## src/rtl/cam_pkg.sv

```systemverilog
// Shared types and constants for the camera stream decoder.
package cam_pkg;

  typedef enum logic [1:0] {
    HUNT      = 2'd0,
    SYNC      = 2'd1,
    LINE_WAIT = 2'd2,
    ACTIVE    = 2'd3
  } cam_state_e;

  localparam int unsigned H_ACTIVE_DEF = 640;
  localparam int unsigned V_ACTIVE_DEF = 480;
  localparam int unsigned X_WIDTH_DEF  = 10;
  localparam int unsigned Y_WIDTH_DEF  = 9;
  localparam int unsigned BYTE_W       = 8;
  localparam int unsigned PIXEL_W      = 16;

  // First byte of a pair lands in the upper half of the pixel.
  localparam bit MSB_FIRST = 1'b1;

  function automatic logic [PIXEL_W-1:0] pack_pair(input logic [BYTE_W-1:0] first,
                                                   input logic [BYTE_W-1:0] second);
    return MSB_FIRST ? {first, second} : {second, first};
  endfunction

endpackage

```

## src/rtl/byte_packer.sv

```systemverilog
// Pairs consecutive camera bytes into one registered pixel with a one-cycle valid strobe.
module byte_packer
  import cam_pkg::*;
(
  input  logic               clk,
  input  logic               reset,
  input  logic               clear_i,
  input  logic               enable_i,
  input  logic               emit_i,
  input  logic [BYTE_W-1:0]  din_i,
  output logic               phase_o,
  output logic [PIXEL_W-1:0] pixel_o,
  output logic               pixel_valid_o
);

  logic               phase_q;
  logic [BYTE_W-1:0]  hi_q;
  logic [PIXEL_W-1:0] pixel_q;
  logic               valid_q;

  // Pixel holds its value between strobes; emit_i suppresses out-of-window pixels.
  always_ff @(posedge clk or posedge reset) begin
    if (reset) begin
      phase_q <= 1'b0;
      hi_q    <= '0;
      pixel_q <= '0;
      valid_q <= 1'b0;
    end else begin
      valid_q <= 1'b0;
      if (clear_i) begin
        phase_q <= 1'b0;
      end else if (enable_i) begin
        if (!phase_q) begin
          hi_q <= din_i;
        end else if (emit_i) begin
          pixel_q <= pack_pair(hi_q, din_i);
          valid_q <= 1'b1;
        end
        phase_q <= ~phase_q;
      end
    end
  end

  assign phase_o       = phase_q;
  assign pixel_o       = pixel_q;
  assign pixel_valid_o = valid_q;

endmodule

```

## src/rtl/cam_stream_decoder.sv

```systemverilog
// Camera receive decoder: frame/line tracking, pixel position recovery and error flags.
module cam_stream_decoder
  import cam_pkg::*;
#(
  parameter int unsigned H_ACTIVE = H_ACTIVE_DEF,
  parameter int unsigned V_ACTIVE = V_ACTIVE_DEF,
  parameter int unsigned X_WIDTH  = X_WIDTH_DEF,
  parameter int unsigned Y_WIDTH  = Y_WIDTH_DEF
) (
  input  logic               clk,
  input  logic               reset,
  input  logic               vsync,
  input  logic               href,
  input  logic [7:0]         din,
  output logic [15:0]        pixel,
  output logic               pixel_valid,
  output logic [X_WIDTH-1:0] x,
  output logic [Y_WIDTH-1:0] y,
  output logic               frame_start,
  output logic               frame_end,
  output logic               frame_parity,
  output logic               line_error,
  output logic               frame_error
);

  localparam int unsigned       CW       = $clog2(H_ACTIVE + 1);
  localparam logic [CW-1:0]      COL_FULL = CW'(H_ACTIVE);
  localparam logic [Y_WIDTH-1:0] ROW_FULL = Y_WIDTH'(V_ACTIVE);
  localparam logic [Y_WIDTH-1:0] ROW_MAX  = '1;

  cam_state_e         state_q;
  logic [CW-1:0]      col_q;
  logic               col_ovf_q;
  logic [Y_WIDTH-1:0] row_q;
  logic [X_WIDTH-1:0] x_q;
  logic [Y_WIDTH-1:0] y_q;
  logic               frame_start_q;
  logic               frame_end_q;
  logic               frame_parity_q;
  logic               line_error_q;
  logic               frame_error_q;

  logic               phase;
  logic               start_line_c;
  logic               byte_c;
  logic               line_end_c;
  logic               abort_c;
  logic               emit_c;
  logic               line_bad_c;
  logic [Y_WIDTH-1:0] row_inc_c;

  // vsync takes priority over href in every state.
  assign start_line_c = (state_q == LINE_WAIT) && !vsync && href;
  assign byte_c       = (state_q == ACTIVE) && !vsync && href;
  assign line_end_c   = (state_q == ACTIVE) && !vsync && !href;
  assign abort_c      = (state_q == ACTIVE) && vsync;
  assign emit_c       = (col_q < COL_FULL) && (row_q < ROW_FULL);
  assign line_bad_c   = phase || col_ovf_q || (col_q != COL_FULL);
  assign row_inc_c    = (row_q == ROW_MAX) ? row_q : row_q + Y_WIDTH'(1);

  byte_packer u_packer (
    .clk           (clk),
    .reset         (reset),
    .clear_i       (line_end_c || abort_c),
    .enable_i      (start_line_c || byte_c),
    .emit_i        (emit_c),
    .din_i         (din),
    .phase_o       (phase),
    .pixel_o       (pixel),
    .pixel_valid_o (pixel_valid)
  );

  always_ff @(posedge clk or posedge reset) begin
    if (reset) begin
      state_q        <= HUNT;
      col_q          <= '0;
      col_ovf_q      <= 1'b0;
      row_q          <= '0;
      x_q            <= '0;
      y_q            <= '0;
      frame_start_q  <= 1'b0;
      frame_end_q    <= 1'b0;
      frame_parity_q <= 1'b0;
      line_error_q   <= 1'b0;
      frame_error_q  <= 1'b0;
    end else begin
      frame_start_q <= 1'b0;
      frame_end_q   <= 1'b0;
      case (state_q)
        HUNT: begin
          if (vsync) state_q <= SYNC;
        end
        SYNC: begin
          if (!vsync) begin
            state_q       <= LINE_WAIT;
            frame_start_q <= 1'b1;
            row_q         <= '0;
          end
        end
        LINE_WAIT: begin
          if (vsync) begin
            state_q        <= SYNC;
            frame_end_q    <= 1'b1;
            frame_parity_q <= ~frame_parity_q;
            if (row_q != ROW_FULL) frame_error_q <= 1'b1;
          end else if (href) begin
            state_q <= ACTIVE;
          end
        end
        ACTIVE: begin
          if (vsync || !href) begin
            // Line closes either normally or by a vsync abort; both run the line checks.
            if (line_bad_c) line_error_q <= 1'b1;
            row_q     <= row_inc_c;
            col_q     <= '0;
            col_ovf_q <= 1'b0;
            if (vsync) begin
              state_q        <= SYNC;
              frame_end_q    <= 1'b1;
              frame_parity_q <= ~frame_parity_q;
              if (row_inc_c != ROW_FULL) frame_error_q <= 1'b1;
            end else begin
              state_q <= LINE_WAIT;
            end
          end else if (phase) begin
            if (emit_c) begin
              x_q <= X_WIDTH'(col_q);
              y_q <= row_q;
            end
            // Saturate at H_ACTIVE but remember that the line ran long.
            if (col_q == COL_FULL) col_ovf_q <= 1'b1;
            else                   col_q     <= col_q + CW'(1);
          end
        end
        default: state_q <= HUNT;
      endcase
    end
  end

  assign x            = x_q;
  assign y            = y_q;
  assign frame_start  = frame_start_q;
  assign frame_end    = frame_end_q;
  assign frame_parity = frame_parity_q;
  assign line_error   = line_error_q;
  assign frame_error  = frame_error_q;

endmodule

```

## config.mk

```make
export PLATFORM = sky130hd
export DESIGN_NAME = cam_stream_decoder
export DESIGN_NICKNAME = d
export VERILOG_FILES = /design/src/rtl/cam_pkg.sv /design/src/rtl/byte_packer.sv /design/src/rtl/cam_stream_decoder.sv
export SDC_FILE = /design/constraint.sdc
export NUM_CORES = 1
export LEC_CHECK = 0
export BUFFER_PORTS_ARGS = -buffer_cell sky130_fd_sc_hd__buf_2
export CAP_MARGIN = 20
export CORE_MARGIN = 2
export CORE_UTILIZATION = 56
export CTS_CLUSTER_SIZE = 28
export DETAILED_ROUTE_END_ITERATION = 12
export HOLD_SLACK_MARGIN = 0.05
export PLACE_DENSITY = 0.89
export RECOVER_POWER = 25
export SYNTH_ARGS = -nofsm -noshare
export SYNTH_HDL_FRONTEND = slang
export SYNTH_HIERARCHICAL = 1
export SYNTH_SLANG_ARGS = --single-unit
```

## constraint.sdc

```tcl
create_clock -name clk -period 2.45 [get_ports clk]
set_clock_uncertainty 0.15 [all_clocks]
set_input_delay 0.245 -clock clk [delete_from_list [all_inputs] [get_ports clk]]
set_output_delay 0.245 -clock clk [all_outputs]
set_load 0.005 [all_outputs]
```

==> results.rst <==
.. list-table::
   :header-rows: 1

   * - Metric
     - Value
   * - Crit path cell chain
     - dlygate4sd3_1, buf_2, nor2b_1, or2_2, clkinv_1, nor3b_4, mux2_2
   * - Y dimension of the die
     - 80.4 um
   * - Leak pwr
     - 0.00190 uW
   * - Clock Path Buffers
     - 2
   * - Vias in the first global route
     - 2310
   * - Area growth syn-to-layout
     - 18.5%
   * - Utilization after layout
     - between 60% and 70%
   * - CP peak stage delay
     - 530 ps
   * - Hold Buf Count CTS
     - 12
   * - FF-to-FF End
     - row_q[2]
   * - Via-per-instance ratio
     - 5.67
   * - Power density cells
     - 768 nW/um^2
   * - Maximum clock rate
     - around 0.43 GHz
   * - Tot GR Track Use
     - 22.9%
   * - Cell Area, Synth
     - 3270 um^2
   * - Worst-case reg-to-reg path depth
     - 5
   * - Fraction of power consumed by sequential logic
     - around 52%
   * - Sum of negative setup slack
     - 0 ps
   * - Most frequently used flop master after synthesis
     - sky130_fd_sc_hd__dfrtp_1
   * - Share of the cycle needed by the critical path after routing
     - 95.0%
   * - Post_cts resized
     - 0
   * - Setup slack of the most critical reg-to-reg path
     - 450 ps
   * - Final weighted congestion in routability-driven placement
     - 0.918
   * - Transition time at the pin with the least slew margin
     - 1300 ps
   * - Critical path buffers and inverters
     - 3
   * - Clock sinks
     - just over 70
   * - Remaining design rule violation count
     - 0
   * - Arrival time at the worst endpoint
     - between 2000 and 2500 ps
   * - Detail Placement HPWL
     - 4.30 mm
   * - Element type at the critical path end
     - flip-flop
   * - Skew-Pair Late Insertion Delay
     - between 300 and 400 ps
   * - Part of the total power dissipated in combinational logic
     - a little under a fifth
   * - Die area
     - 6460 um^2
   * - Relative slew slack
     - 13.2%
   * - Sequential-to-total area share from yosys stat
     - 55.2%
   * - Number of distinct library cell variants in the gate-level netlist after synthesis
     - 52
   * - Overflow left after global routing
     - 0
   * - Vias after detailed routing
     - 2308
   * - Final hold viol count
     - 0
   * - Reg2Reg Launch Point
     - row_q[1]
   * - Last element of the critical path
     - u_packer/hi_q[6]
   * - Flip-flop and latch count after synthesis
     - between 70 and 80
   * - Largest net degree at the start of global routing
     - 47
   * - Setup repair after global routing missed its margin
     - false
   * - Clock slew at reported path FFs
     - about 70 ps
   * - Switching power summed over all nets
     - 772 uW
   * - NumNets Final
     - 348
   * - Most common cell after layout, fill and taps aside
     - sky130_fd_sc_hd__dfrtp_1
   * - Antenna Cells
     - 0
   * - Final worst path period need
     - 2330 ps
   * - Count of boundary I/O pins
     - 53
   * - Setup fix buffers added after clock tree synthesis
     - 0
   * - Logic depth of the worst path, buffers included
     - 7
   * - Core Area
     - 5570 um^2
   * - Remaining antenna violation count after routing
     - 0
   * - Routed wire length
     - 6.58 mm
   * - Routed length per placed instance
     - roughly 16 um
   * - Kind of start point of the critical path
     - input pin
   * - Number of pins with negative max-slew slack in the final report
     - 0
   * - Highest fanout seen on the critical path
     - 8
   * - Start point of the critical path
     - vsync
   * - EDFF count, synth
     - 0
   * - Outcome
     - completed
   * - Post-synth ARST share
     - 100%
   * - IO Port Bufs
     - 52
   * - Top library cells by usage in the layout, fill and taps aside
     - 72 x sky130_fd_sc_hd__dfrtp_1, 47 x sky130_fd_sc_hd__buf_2, 35 x sky130_fd_sc_hd__mux2_2, 14 x sky130_fd_sc_hd__nand2_1, 14 x sky130_fd_sc_hd__nor2_1
   * - Yosys Warn Count
     - 6
   * - Final setup fails
     - 0
   * - Initial cell density of the core
     - about three fifths
   * - Worst setup path class
     - input pin to flip-flop
   * - Global-route wire length before repair
     - 11.1 mm
   * - CTS buffer count
     - 9
   * - Final-layout fill cell count
     - 380
   * - Internal power
     - 2200 uW
   * - Max-capacitance violation count
     - 0
   * - Detailed Route Iter0 Violations
     - 330
   * - Maximum ir drop on the vdd rail
     - 0.690 mV
   * - X dimension of the die
     - around 80 um
   * - H-tree lvl count
     - 3
   * - Area of all sequential standard cells
     - 1800 um^2
   * - Instance count of the mapped netlist
     - 262
   * - CTS tree
     - built
   * - Multi-input gate area
     - around 1400 um^2
   * - Cell chosen for the clock root
     - sky130_fd_sc_hd__clkbuf_8
   * - Total iterations of the first detailed-routing run
     - 4
   * - Critical path's slowest cell
     - sky130_fd_sc_hd__dlygate4sd3_1
   * - Fraction of final layout cells with drive strength greater than 1
     - 34.6%
   * - Switching fraction of total power
     - between 20 and 30%
   * - Class of the tightest hold or removal check
     - input pin to async pin
   * - Avg Synthesized Cell Area
     - 12.5 um^2
   * - Family with the most delay on the worst path
     - simple AND/OR/NAND/NOR gates
   * - Cell Rows
     - 27
   * - Share of total power in the clock network
     - between 20% and 30%
   * - Required time at the worst-slack endpoint
     - 2520 ps
   * - Initial antenna violation count
     - 0
   * - Post-Synthesis Net Count
     - 278
-- layout make-up --
cell class	count	area share, %
Tap cell	72	2.33
Timing Repair Buffer	68	10.3
Inverter	15	1.46
Sequential cell	72	46.6
Clock inverter	1	0.776
Multi-Input combinational cell	166	34.9
Clock buffer	13	3.59
-- power groups by stage --
stage	combinational (uW)	sequential, uW	clock (uW)
2_1_floorplan	322	1550	0
3_3_place_gp	517	1550	0
3_5_place_dp	547	1560	0
4_1_cts	571	1550	862
5_1_grt	622	1580	913
6_report	568	1560	848
-- stage by stage --
stage                     hold slack, ps  power [uW]  worst slack, ps  std cells  area (um^2)
after floorplan                      135        1870              322        262         3270
after global placement               269        2070              376        380         3580
after detailed placement             277        2110              341        380         3580
after CTS                            348        2980              146        406         3870
after global routing                 209        3110             10.5        407         3870
final                                186        2970              122        407         3870
-- Yosys cell counts (4+ instances only) --
library cell               n  area, um^2
sky130_fd_sc_hd__buf_2     5        25.0
sky130_fd_sc_hd__o21ai_0   5        25.0
sky130_fd_sc_hd__mux2_4    9         135
sky130_fd_sc_hd__mux2_2   35         394
sky130_fd_sc_hd__nand3_1   7        35.0
sky130_fd_sc_hd__a21oi_1   9        45.0
sky130_fd_sc_hd__inv_1    14        52.6
sky130_fd_sc_hd__ha_1      4        50.1
sky130_fd_sc_hd__dfrtp_1  72        1800
sky130_fd_sc_hd__nor2_1   14        52.6
sky130_fd_sc_hd__nor3_1    8        40.0
sky130_fd_sc_hd__nand2_1  14        52.6
sky130_fd_sc_hd__o41ai_1   4        35.0
sky130_fd_sc_hd__xnor2_1   6        52.6
sky130_fd_sc_hd__or3_1     4        25.0
-- tightest hold or removal path, cell delays in order --
cell and delay, ps:
sky130_fd_sc_hd__dlygate4sd3_1 550, sky130_fd_sc_hd__clkbuf_1 120, sky130_fd_sc_hd__inv_1 90
-- state kept, by name, indices dropped and copies added, names as in the netlist --
register and flops:
u_packer/pixel_o 16, line_error 1, y 9, frame_start 1, u_packer/pixel_valid_o 1, x 10, u_packer/hi_q 8, col_q 10
u_packer/phase_o 1, frame_end 1, frame_error 1, col_ovf_q 1, row_q 9, state_q 2, frame_parity 1
-- cell families after synthesis --
group	Yosys count	share of synthesized area (%)
AOI/OAI and AO/OA	37	7.78
buffers and inverters	24	3.45
muxes	45	16.5
and+or+nand+nor	72	13.4
DFF	72	55.2
adders and majority gates	4	1.53
xor gates and xnor gates	8	2.15
-- metal layers --
metal	wire [um]	GRT usage (%)	vias to the layer above	part of all wire (%)
met3	321	5.96	11	4.9
met2	3450	38.1	68	52
li1	-	-	1075	-
met5	0	0	-	0
met4	103	9.66	0	1.6
met1	2710	28.5	1154	41
-- worst min path at each step --
stage / slack, ps / endpoint
floorplan: 140 / u_packer/hi_q[0]
global placement: 270 / x[5]
detailed placement: 280 / col_q[5]
CTS: 350 / frame_parity
global route: 210 / u_packer/pixel_o[0]
finish: 190 / u_packer/pixel_o[0]
No activity file was read; power rests on OpenSTA's default activity.
